### src/rtl/cdb_arbiter_if.sv
// Handshake and broadcast bundle between CDB requesters and the arbiter.
// Latency: none, wires only.
// Backpressure: req_ready per requester; the CDB itself is never stalled.
// Ports (slave = arbiter side):
//   req_valid/req_ready/req_tag/req_inst_id/req_wdata : per-requester result handshake (flattened lanes)
//   cdb_wr/cdb_tag/cdb_inst_id/cdb_wdata/cdb_grant   : broadcast bus and one-hot source
interface cdb_arbiter_if #(
    parameter int N_REQ = 4,
    parameter int TAG_W = 4,
    parameter int ID_W  = 4
);
    logic [N_REQ-1:0]       req_valid;
    logic [N_REQ-1:0]       req_ready;
    logic [N_REQ*TAG_W-1:0] req_tag;
    logic [N_REQ*ID_W-1:0]  req_inst_id;
    logic [N_REQ*32-1:0]    req_wdata;
    logic                   cdb_wr;
    logic [TAG_W-1:0]       cdb_tag;
    logic [ID_W-1:0]        cdb_inst_id;
    logic [31:0]            cdb_wdata;
    logic [N_REQ-1:0]       cdb_grant;

    modport master (
        output req_valid, req_tag, req_inst_id, req_wdata,
        input  req_ready, cdb_wr, cdb_tag, cdb_inst_id, cdb_wdata, cdb_grant
    );

    modport slave (
        input  req_valid, req_tag, req_inst_id, req_wdata,
        output req_ready, cdb_wr, cdb_tag, cdb_inst_id, cdb_wdata, cdb_grant
    );
endinterface

### src/rtl/cdb_arbiter.sv
// Round-robin arbiter sharing one common data bus among N_REQ one-entry result buffers.
// Latency: accept at edge t, broadcast from cycle t+1 (t+2 with CDB_OUT_REG_EN), worst wait N_REQ-1 cycles.
// Backpressure: req_ready[k] only while buffer k is empty or draining; deasserted during rst/flush.
// Ports: clk, rst (sync active-high), flush, bus (cdb_arbiter_if.slave).
// Optional macro CDB_OUT_REG_EN: registers all cdb_* outputs; register clears on rst or flush.
module cdb_arbiter #(
    parameter int N_REQ = 4,
    parameter int TAG_W = 4,
    parameter int ID_W  = 4
) (
    input  logic          clk,
    input  logic          rst,
    input  logic          flush,
    cdb_arbiter_if.slave  bus
);
    localparam int PTR_W = (N_REQ > 1) ? $clog2(N_REQ) : 1;

    logic [N_REQ-1:0] buf_vld;
    logic [TAG_W-1:0] buf_tag [N_REQ];
    logic [ID_W-1:0]  buf_id  [N_REQ];
    logic [31:0]      buf_dat [N_REQ];
    logic [PTR_W-1:0] rr_ptr;

    logic [N_REQ-1:0] grant;
    logic [PTR_W-1:0] grant_idx;
    logic             grant_any;
    logic [N_REQ-1:0] ready;
    logic [N_REQ-1:0] capture;

    logic             cmb_wr;
    logic [TAG_W-1:0] cmb_tag;
    logic [ID_W-1:0]  cmb_id;
    logic [31:0]      cmb_dat;

    // Scan from rr_ptr with wrap; first valid buffer wins. Gated by rst so
    // nothing stale is shown while reset is held.
    always_comb begin
        int               idx;
        logic [PTR_W-1:0] idx_p;
        grant     = '0;
        grant_idx = '0;
        grant_any = 1'b0;
        idx       = 0;
        idx_p     = '0;
        for (int i = 0; i < N_REQ; i++) begin
            idx = int'(rr_ptr) + i;
            if (idx >= N_REQ) begin
                idx = idx - N_REQ;
            end
            idx_p = idx[PTR_W-1:0];
            if (!grant_any && !rst && buf_vld[idx_p]) begin
                grant[idx_p] = 1'b1;
                grant_idx    = idx_p;
                grant_any    = 1'b1;
            end
        end
    end

    assign cmb_wr  = grant_any;
    assign cmb_tag = grant_any ? buf_tag[grant_idx] : '0;
    assign cmb_id  = grant_any ? buf_id[grant_idx]  : '0;
    assign cmb_dat = grant_any ? buf_dat[grant_idx] : '0;

    // A draining buffer can refill in the same cycle, giving 1 result/cycle.
    assign ready         = {N_REQ{~rst & ~flush}} & (~buf_vld | grant);
    assign capture       = bus.req_valid & ready;
    assign bus.req_ready = ready;

    always_ff @(posedge clk) begin
        if (rst || flush) begin
            buf_vld <= '0;
        end else begin
            for (int k = 0; k < N_REQ; k++) begin
                if (capture[k]) begin
                    // Tag 0 completes the handshake but is never broadcast.
                    buf_vld[k] <= |bus.req_tag[k*TAG_W +: TAG_W];
                end else if (grant[k]) begin
                    buf_vld[k] <= 1'b0;
                end
            end
        end
    end

    // Payload needs no reset: it is qualified by buf_vld.
    always_ff @(posedge clk) begin
        for (int k = 0; k < N_REQ; k++) begin
            if (capture[k]) begin
                buf_tag[k] <= bus.req_tag[k*TAG_W +: TAG_W];
                buf_id[k]  <= bus.req_inst_id[k*ID_W +: ID_W];
                buf_dat[k] <= bus.req_wdata[k*32 +: 32];
            end
        end
    end

    // Pointer survives flush so fairness is not reset by mispredicts.
    always_ff @(posedge clk) begin
        if (rst) begin
            rr_ptr <= '0;
        end else if (!flush && grant_any) begin
            if (grant_idx == PTR_W'(N_REQ - 1)) begin
                rr_ptr <= '0;
            end else begin
                rr_ptr <= grant_idx + 1'b1;
            end
        end
    end

`ifdef CDB_OUT_REG_EN
    logic             out_wr;
    logic [TAG_W-1:0] out_tag;
    logic [ID_W-1:0]  out_id;
    logic [31:0]      out_dat;
    logic [N_REQ-1:0] out_grant;

    always_ff @(posedge clk) begin
        if (rst || flush) begin
            out_wr    <= 1'b0;
            out_tag   <= '0;
            out_id    <= '0;
            out_dat   <= '0;
            out_grant <= '0;
        end else begin
            out_wr    <= cmb_wr;
            out_tag   <= cmb_tag;
            out_id    <= cmb_id;
            out_dat   <= cmb_dat;
            out_grant <= grant;
        end
    end

    assign bus.cdb_wr      = out_wr;
    assign bus.cdb_tag     = out_tag;
    assign bus.cdb_inst_id = out_id;
    assign bus.cdb_wdata   = out_dat;
    assign bus.cdb_grant   = out_grant;
`else
    assign bus.cdb_wr      = cmb_wr;
    assign bus.cdb_tag     = cmb_tag;
    assign bus.cdb_inst_id = cmb_id;
    assign bus.cdb_wdata   = cmb_dat;
    assign bus.cdb_grant   = grant;
`endif
endmodule

### src/flat_wrapper.sv
// flat-port wrapper written by rule: the top's interface ports become plain ports
module cdb_arbiter_flat 
#(
    parameter int N_REQ = 4,
    parameter int TAG_W = 4,
    parameter int ID_W  = 4
)
  (clk, rst, flush, bus_req_valid, bus_req_tag, bus_req_inst_id, bus_req_wdata, bus_req_ready, bus_cdb_wr, bus_cdb_tag, bus_cdb_inst_id, bus_cdb_wdata, bus_cdb_grant);
  cdb_arbiter_if #(.N_REQ(N_REQ), .TAG_W(TAG_W), .ID_W(ID_W)) bus_i ();
  input  logic clk;
  input  logic rst;
  input  logic flush;
  input wire logic [$bits(bus_i.req_valid)-1:0] bus_req_valid;
  input wire logic [$bits(bus_i.req_tag)-1:0] bus_req_tag;
  input wire logic [$bits(bus_i.req_inst_id)-1:0] bus_req_inst_id;
  input wire logic [$bits(bus_i.req_wdata)-1:0] bus_req_wdata;
  output wire logic [$bits(bus_i.req_ready)-1:0] bus_req_ready;
  output wire logic [$bits(bus_i.cdb_wr)-1:0] bus_cdb_wr;
  output wire logic [$bits(bus_i.cdb_tag)-1:0] bus_cdb_tag;
  output wire logic [$bits(bus_i.cdb_inst_id)-1:0] bus_cdb_inst_id;
  output wire logic [$bits(bus_i.cdb_wdata)-1:0] bus_cdb_wdata;
  output wire logic [$bits(bus_i.cdb_grant)-1:0] bus_cdb_grant;
  assign bus_i.req_valid = bus_req_valid;
  assign bus_i.req_tag = bus_req_tag;
  assign bus_i.req_inst_id = bus_req_inst_id;
  assign bus_i.req_wdata = bus_req_wdata;
  assign bus_req_ready = bus_i.req_ready;
  assign bus_cdb_wr = bus_i.cdb_wr;
  assign bus_cdb_tag = bus_i.cdb_tag;
  assign bus_cdb_inst_id = bus_i.cdb_inst_id;
  assign bus_cdb_wdata = bus_i.cdb_wdata;
  assign bus_cdb_grant = bus_i.cdb_grant;
  cdb_arbiter #(.N_REQ(N_REQ), .TAG_W(TAG_W), .ID_W(ID_W)) u_core (.clk(clk), .rst(rst), .flush(flush), .bus(bus_i));
endmodule
### config.mk
export PLATFORM = sky130hd
export DESIGN_NAME = cdb_arbiter_flat
export DESIGN_NICKNAME = d
export VERILOG_FILES = /design/src/rtl/cdb_arbiter_if.sv /design/src/rtl/cdb_arbiter.sv /design/src/flat_wrapper.sv
export SDC_FILE = /design/constraint.sdc
export NUM_CORES = 1
export LEC_CHECK = 0
export CORE_ASPECT_RATIO = 0.9
export CORE_MARGIN = 4
export CORE_UTILIZATION = 45
export DETAILED_ROUTE_END_ITERATION = 8
export HOLD_SLACK_MARGIN = 0.06
export MAX_ROUTING_LAYER = met4
export PLACE_DENSITY_LB_ADDON = 0.05
export SLEW_MARGIN = 20
export SYNTH_ARGS = -nofsm -noshare
export SYNTH_HDL_FRONTEND = slang
export SYNTH_SLANG_ARGS = --single-unit
### constraint.sdc
create_clock -name clk -period 11.5 [get_ports clk]
set_input_delay 2.3 -clock clk [delete_from_list [all_inputs] [get_ports clk]]
set_output_delay 2.3 -clock clk [all_outputs]
set_load 0.02 [all_outputs]
# Word level (Yosys, flattened, before mapping)
# Memory sizes are Yosys's and may differ from the RTL's.
# Cells that the tools add are included.
# totals
reg_bits	6
mem_bits_rw	160
output_inout_bits	49
wordCells	117
mem_count	3
# memory_table
memory	words	word_bits	rd	rd_ports_with_merged_regs	wr	line	source
u_core.buf_dat	4	32	1	0	4	cdb_arbiter.sv:21	logic [31:0] buf_dat [N_REQ];
u_core.buf_id	4	4	1	0	4	cdb_arbiter.sv:20	logic [ID_W-1:0] buf_id [N_REQ];
u_core.buf_tag	4	4	1	0	4	cdb_arbiter.sv:19	logic [TAG_W-1:0] buf_tag [N_REQ];
# op_classes
add_sub_neg	8
order_cmp	12
n_eq_ne	1
muxes	52
bitwise_logic	10
reduce_logical	26
# op_table
op	n
$mux W32	1
$mux W1	28
$mux W4	6
$mux W2	9
$or A4 B4 Y4	4
$reduce_or A4 Y1	4
$logic_and A1 B1 Y1	12
$lt A2 B3 Y1 const B	4
$ge A3 B3 Y1 const B	3
$and A4 B4 Y4	2
$bmux W1 S2	4
$demux W1 S2	4
$ge A2 B1 Y1 const B	4
$reduce_bool A2 Y1	4
$sub A2 B1 Y2 const B	4
$add A2 B2 Y3 const B	2
$logic_not A1 Y1	5
$not A4 Y4	1
$add A2 B1 Y3 const B	1
$ge A2 B3 Y1 const B	1
$add A2 B1 Y2 const B	1
$eq A2 B2 Y1 const B	1
$not A1 Y1	2
$and A1 B1 Y1	1
$logic_or A1 B1 Y1	1

# Longest topological paths before layout
# depth
ltp_word	23
ltp_mapped	13

# Worst setup path before layout
# OpenSTA, ideal clock, no wires.
# synth_timing
path_type	input-to-output
from	input port rst
to	output port bus_cdb_wdata[10]
t_arrival_ns	3.689
slack_ns	5.511
path_stages	5
path_buffers	2
path_cell_list	clkbuf_1 a31oi_1 nand2_1 clkbuf_1 o22ai_1
# synth_between
elab_cells_between_ends	21
classes_between	mux: 9; reduce/logical: 11; memory: 1
# synth_lines
element	line	source
from (decl)	flat_wrapper.sv:11	input logic rst;
$logic_not A1 Y1 (*)	cdb_arbiter.sv:51	if (!grant_any && !rst && buf_vld[idx_p]) begin
$logic_and A1 B1 Y1	cdb_arbiter.sv:51	
$mux W1	cdb_arbiter.sv:51	
$logic_not A1 Y1	cdb_arbiter.sv:51	
$logic_and A1 B1 Y1 (2 in a row)	cdb_arbiter.sv:51	
$mux W1	cdb_arbiter.sv:51	
$logic_not A1 Y1	cdb_arbiter.sv:51	
$logic_and A1 B1 Y1 (2 in a row)	cdb_arbiter.sv:51	
$mux W1	cdb_arbiter.sv:51	
$logic_not A1 Y1	cdb_arbiter.sv:51	
$logic_and A1 B1 Y1 (2 in a row)	cdb_arbiter.sv:51	
$mux W1 (*)	cdb_arbiter.sv:51	
via bus_cdb_wr	flat_wrapper.sv:18	output wire logic [$bits(bus_i.cdb_wr)-1:0] bus_cdb_wr;
$mux W32 (*)	cdb_arbiter.sv:62	assign cmb_dat = grant_any ? buf_dat[grant_idx] : '0;
to (decl)	flat_wrapper.sv:21	output wire logic [$bits(bus_i.cdb_wdata)-1:0] bus_cdb_wdata;
# The timed path passes the listed nets; every way through them passes the cells marked *.

# Final worst setup path
# layout_timing
from	input port rst
to	output port bus_cdb_wdata[1]
# layout_between
elab_chain_len	17
elab_cells_between_ends	21
classes_between	mux: 9; reduce/logical: 11; memory: 1
# layout_rtl
element	line
$logic_not A1 Y1 (*)	cdb_arbiter.sv:51
$logic_and A1 B1 Y1	cdb_arbiter.sv:51
$mux W1	cdb_arbiter.sv:51
$logic_not A1 Y1	cdb_arbiter.sv:51
$logic_and A1 B1 Y1 (2 in a row)	cdb_arbiter.sv:51
$mux W1	cdb_arbiter.sv:51
$logic_not A1 Y1	cdb_arbiter.sv:51
$logic_and A1 B1 Y1 (2 in a row)	cdb_arbiter.sv:51
$mux W1	cdb_arbiter.sv:51
$logic_not A1 Y1	cdb_arbiter.sv:51
$logic_and A1 B1 Y1 (2 in a row)	cdb_arbiter.sv:51
$mux W2	cdb_arbiter.sv:51
$mem_v2 Z4 W32	n/a
$mux W32 (*)	cdb_arbiter.sv:62
# Mark *: on every way between the ends. The rest lies on a longest branch, timed or not.

==> impl_metrics.yaml <==
status:
  status: "finished clean"
setup_path:
  crit_chain: "clkdlybuf4s50_1 > inv_1 > nand3_1 > o22ai_4 > buf_4 > buf_4 > mux2i_1 > o22ai_1 > clkdlybuf4s50_1"
  slowest_stage: "buf_4"
  crit_path_start_kind: "primary input"
  worstSetupPathType: "in -> out"
  endpoint_kind: "output port"
  cp_num_buf_inv: 5
  cp_data_arrival_time_ns: 6.09
  crit_family: "buffers and inverters"
  path_max_fanout: 49
  reg2reg_depth: 7
  critPathMaxStageDelay_ns: 0.74
  critPathRequiredTime_ns: 9.20
  worstSetupPathDepth: 9
floorplanning:
  core.rowCount: 42
  fp.dieH_um: 125.3
  core-area_mm2: 0.01482
  die_area_mm2: 0.01732
  start_util_pct: 46.39
  ioPinCount: 216
  die_w_um: 138.3
cells_and_area:
  layout_commonest_cell: "clkdlybuf4s50_1"
  final_cell_mix: "215 x clkdlybuf4s50_1, 160 x edfxtp_1, 85 x mux2i_1"
  final_cells: 831
  utilization_pct: 65.41
  layout.nets: 797
  layout-drive-gt1-share_pct: 6.635
  diodes: 0
  synthToLayoutAreaGrowth_pct: 40.98
synth:
  synth_cells: 410
  ys_warn_count: 0
  postSynthAreaPerCell_um2: 16.77
  synth_cell_types: 40
  synthAdderAreaFrac_pct: 1.456
  synth_top_area_cell: "edfxtp_1"
  synth_area_mm2: 0.006875
  syn-num-nets: 585
  synthMuxAreaShare_pct: 13.19
  synth.area.top_cells: "edfxtp_1 70%, mux2i_1 12%, o22ai_1 3.7%, dfxtp_1 1.7%, buf_6 1.5%"
  synth_top_area_share_pct: 69.88
  synth_top_family_by_area: "multiplexers"
  yosys.area_share.simple_pct: 2.511
  synth_compound_area_share_pct: 8.116
  synth-xor-area-share_pct: 0.1274
  yosysSeqAreaShare_pct: 71.63
  synth_seq_cells: 166
detailed_routing:
  wirelength_um: 16820
  ant_nets: 0
  firstDrtPassIters: 4
  num_vias: 4419
  wire_per_inst_um: 20.24
  drc_errors: 0
  drtIter0Drc: 263
  routed_via_density: 5.318
grt:
  first_global_vias: 4738
  gr-total-overflow: 0
  grt.total_usage_pct: 20.15
  grt_max_degree: 50
  antenna_found_initial: 0
  grt_pass1_wl_um: 25900
worst_hold_path:
  hold_path.class: "reg -> reg"
  holdPathStages: 2
clock_network:
  cts_max_path_buffers: 2
  htreeDepth: 4
  cts_root_buf: "clkbuf_16"
  cts_resized: 0
  clk_latency_ns: 0.41
  clkSinkCount: 166
  clk_pin_slew_ns: 0.06
  postCtsHoldBufs: 0
  postCtsSetupBuffers: 0
  cts_tree: "done"
  cts_buffers: 17
sta:
  fin_setup_tns_ns: 0
  worstMarginPinSlew_ns: 0.9875
  rsz0062_at_grt: "false"
  slew_headroom_pct: 33.93
  min_period_over_period_pct: 72.94
  period_minus_slack_ns: 8.388
  clock-skew-final_ns: 0.008092
  max_freq_ghz: 0.1192
  final-setup-viol-count: 0
  finalMaxSlewViolations: 0
  timing.final.hold_violations: 0
  timing.hold.ws_ns: 0.6326
flow_run:
  max-cap-violations: 0
place:
  dpl.cell_count: 801
  dp_hpwl_um: 10940
  gp_congestion: 0.8734
  numPortBuffers: 215
power:
  peakVddDrop_mv: 0.1124
  total_power_uw: 1471
  cellLeakagePower_uw: 0.003695
  power_density_mw_per_mm2: 151.8
## routing by layer
layer | wire [um] | part of all wire, % | GRT usage, %
met1 | 7455 | 44 | 25.26
met2 | 8243 | 49 | 32.49
met3 | 993 | 5.9 | 5.460
met4 | 127 | 0.76 | 5.811
met5 | 0 | 0 | -
## power breakdown
| group | switching (uW) | internal, uW | total [uW] |
|---|---|---|---|
| clock | 214 | 312 | 526 |
| sequential | 9.08 | 684 | 693 |
| combinational | 122 | 130 | 252 |
| total | 345 | 1130 | 1470 |
## tightest hold or removal path: stages (launching register included)
cell and delay [ns]:
dfxtp_1 0.43, nand2_1 0.11, a21oi_1 0.05
## flip-flops by register name, indices dropped and copies added, names as in the netlist
signal,count
u_core.buf_tag,16
u_core.buf_id,16
u_core.buf_dat,128
u_core.buf_vld,4
u_core.rr_ptr,2
## kinds of logic (layout without fill, tap and decap cells)
kind of cell | Yosys count | after routing
adder cells (fa/ha/maj) | 8 | 8
multiplexers | 88 | 88
AND/OR/NAND/NOR | 34 | 34
AO/OA/AOI/OAI | 81 | 81
XOR/XNOR | 1 | 1
flip-flops | 166 | 166
buffers and inverters | 32 | 255
## cell usage after synthesis, drive strengths merged
| master | number |
|---|---|
| nor2 | 6 |
| inv | 6 |
| o32a | 1 |
| or3 | 1 |
| xnor2 | 1 |
| a21boi | 1 |
| a21oi | 11 |
| a22oi | 3 |
| mux2 | 1 |
| and2 | 4 |
| nand2 | 12 |
| nor3b | 2 |
| and3b | 2 |
| edfxtp | 160 |
| mux2i | 85 |
| clkbuf | 5 |
| o21ai | 7 |
| ha | 8 |
| buf | 21 |
| mux4 | 2 |
| nor3 | 1 |
| a2111oi | 1 |
| dfxtp | 6 |
| nand2b | 2 |
| a31oi | 1 |
| and3 | 2 |
| a211oi | 2 |
| or2 | 1 |
| a21o | 1 |
| nand3 | 1 |
| a311oi | 1 |
| o311ai | 1 |
| a222oi | 2 |
| o22ai | 41 |
| o41ai | 4 |
| o211ai | 4 |
## final cells by class
type	count	area [um^2]
fillers	1053	5126
flip-flops and latches	166	4925
repair buffers	219	2182
multi-input cells	212	1774
clock buffers	17	425.4
well taps	198	247.7
clock inverters	13	116.4
inverters	6	22.52
## through the flow
| step | area (um^2) | setup WS (ns) |
|---|---|---|
| 6_report | 9693 | 3.112 |
| 2_1_floorplan | 6875 | 5.511 |
| 5_1_grt | 9693 | 2.925 |
| 3_5_place_dp | 9146 | 3.138 |
| 3_3_place_gp | 9145 | 3.246 |
| 4_1_cts | 9688 | 3.119 |
## final timing paths
kind / start / endpoint / slack [ns]
setup / recovery: rst / bus_cdb_wdata[1] / 3.11
hold / removal: u_core.buf_vld[2] / u_core.buf_vld[2] / 0.63
setup reg to reg: u_core.rr_ptr[0] / u_core.buf_dat[1][15] / 7.26
hold reg to reg: u_core.buf_vld[2] / u_core.buf_vld[2] / 0.63
(Power assumes the default switching activity.)
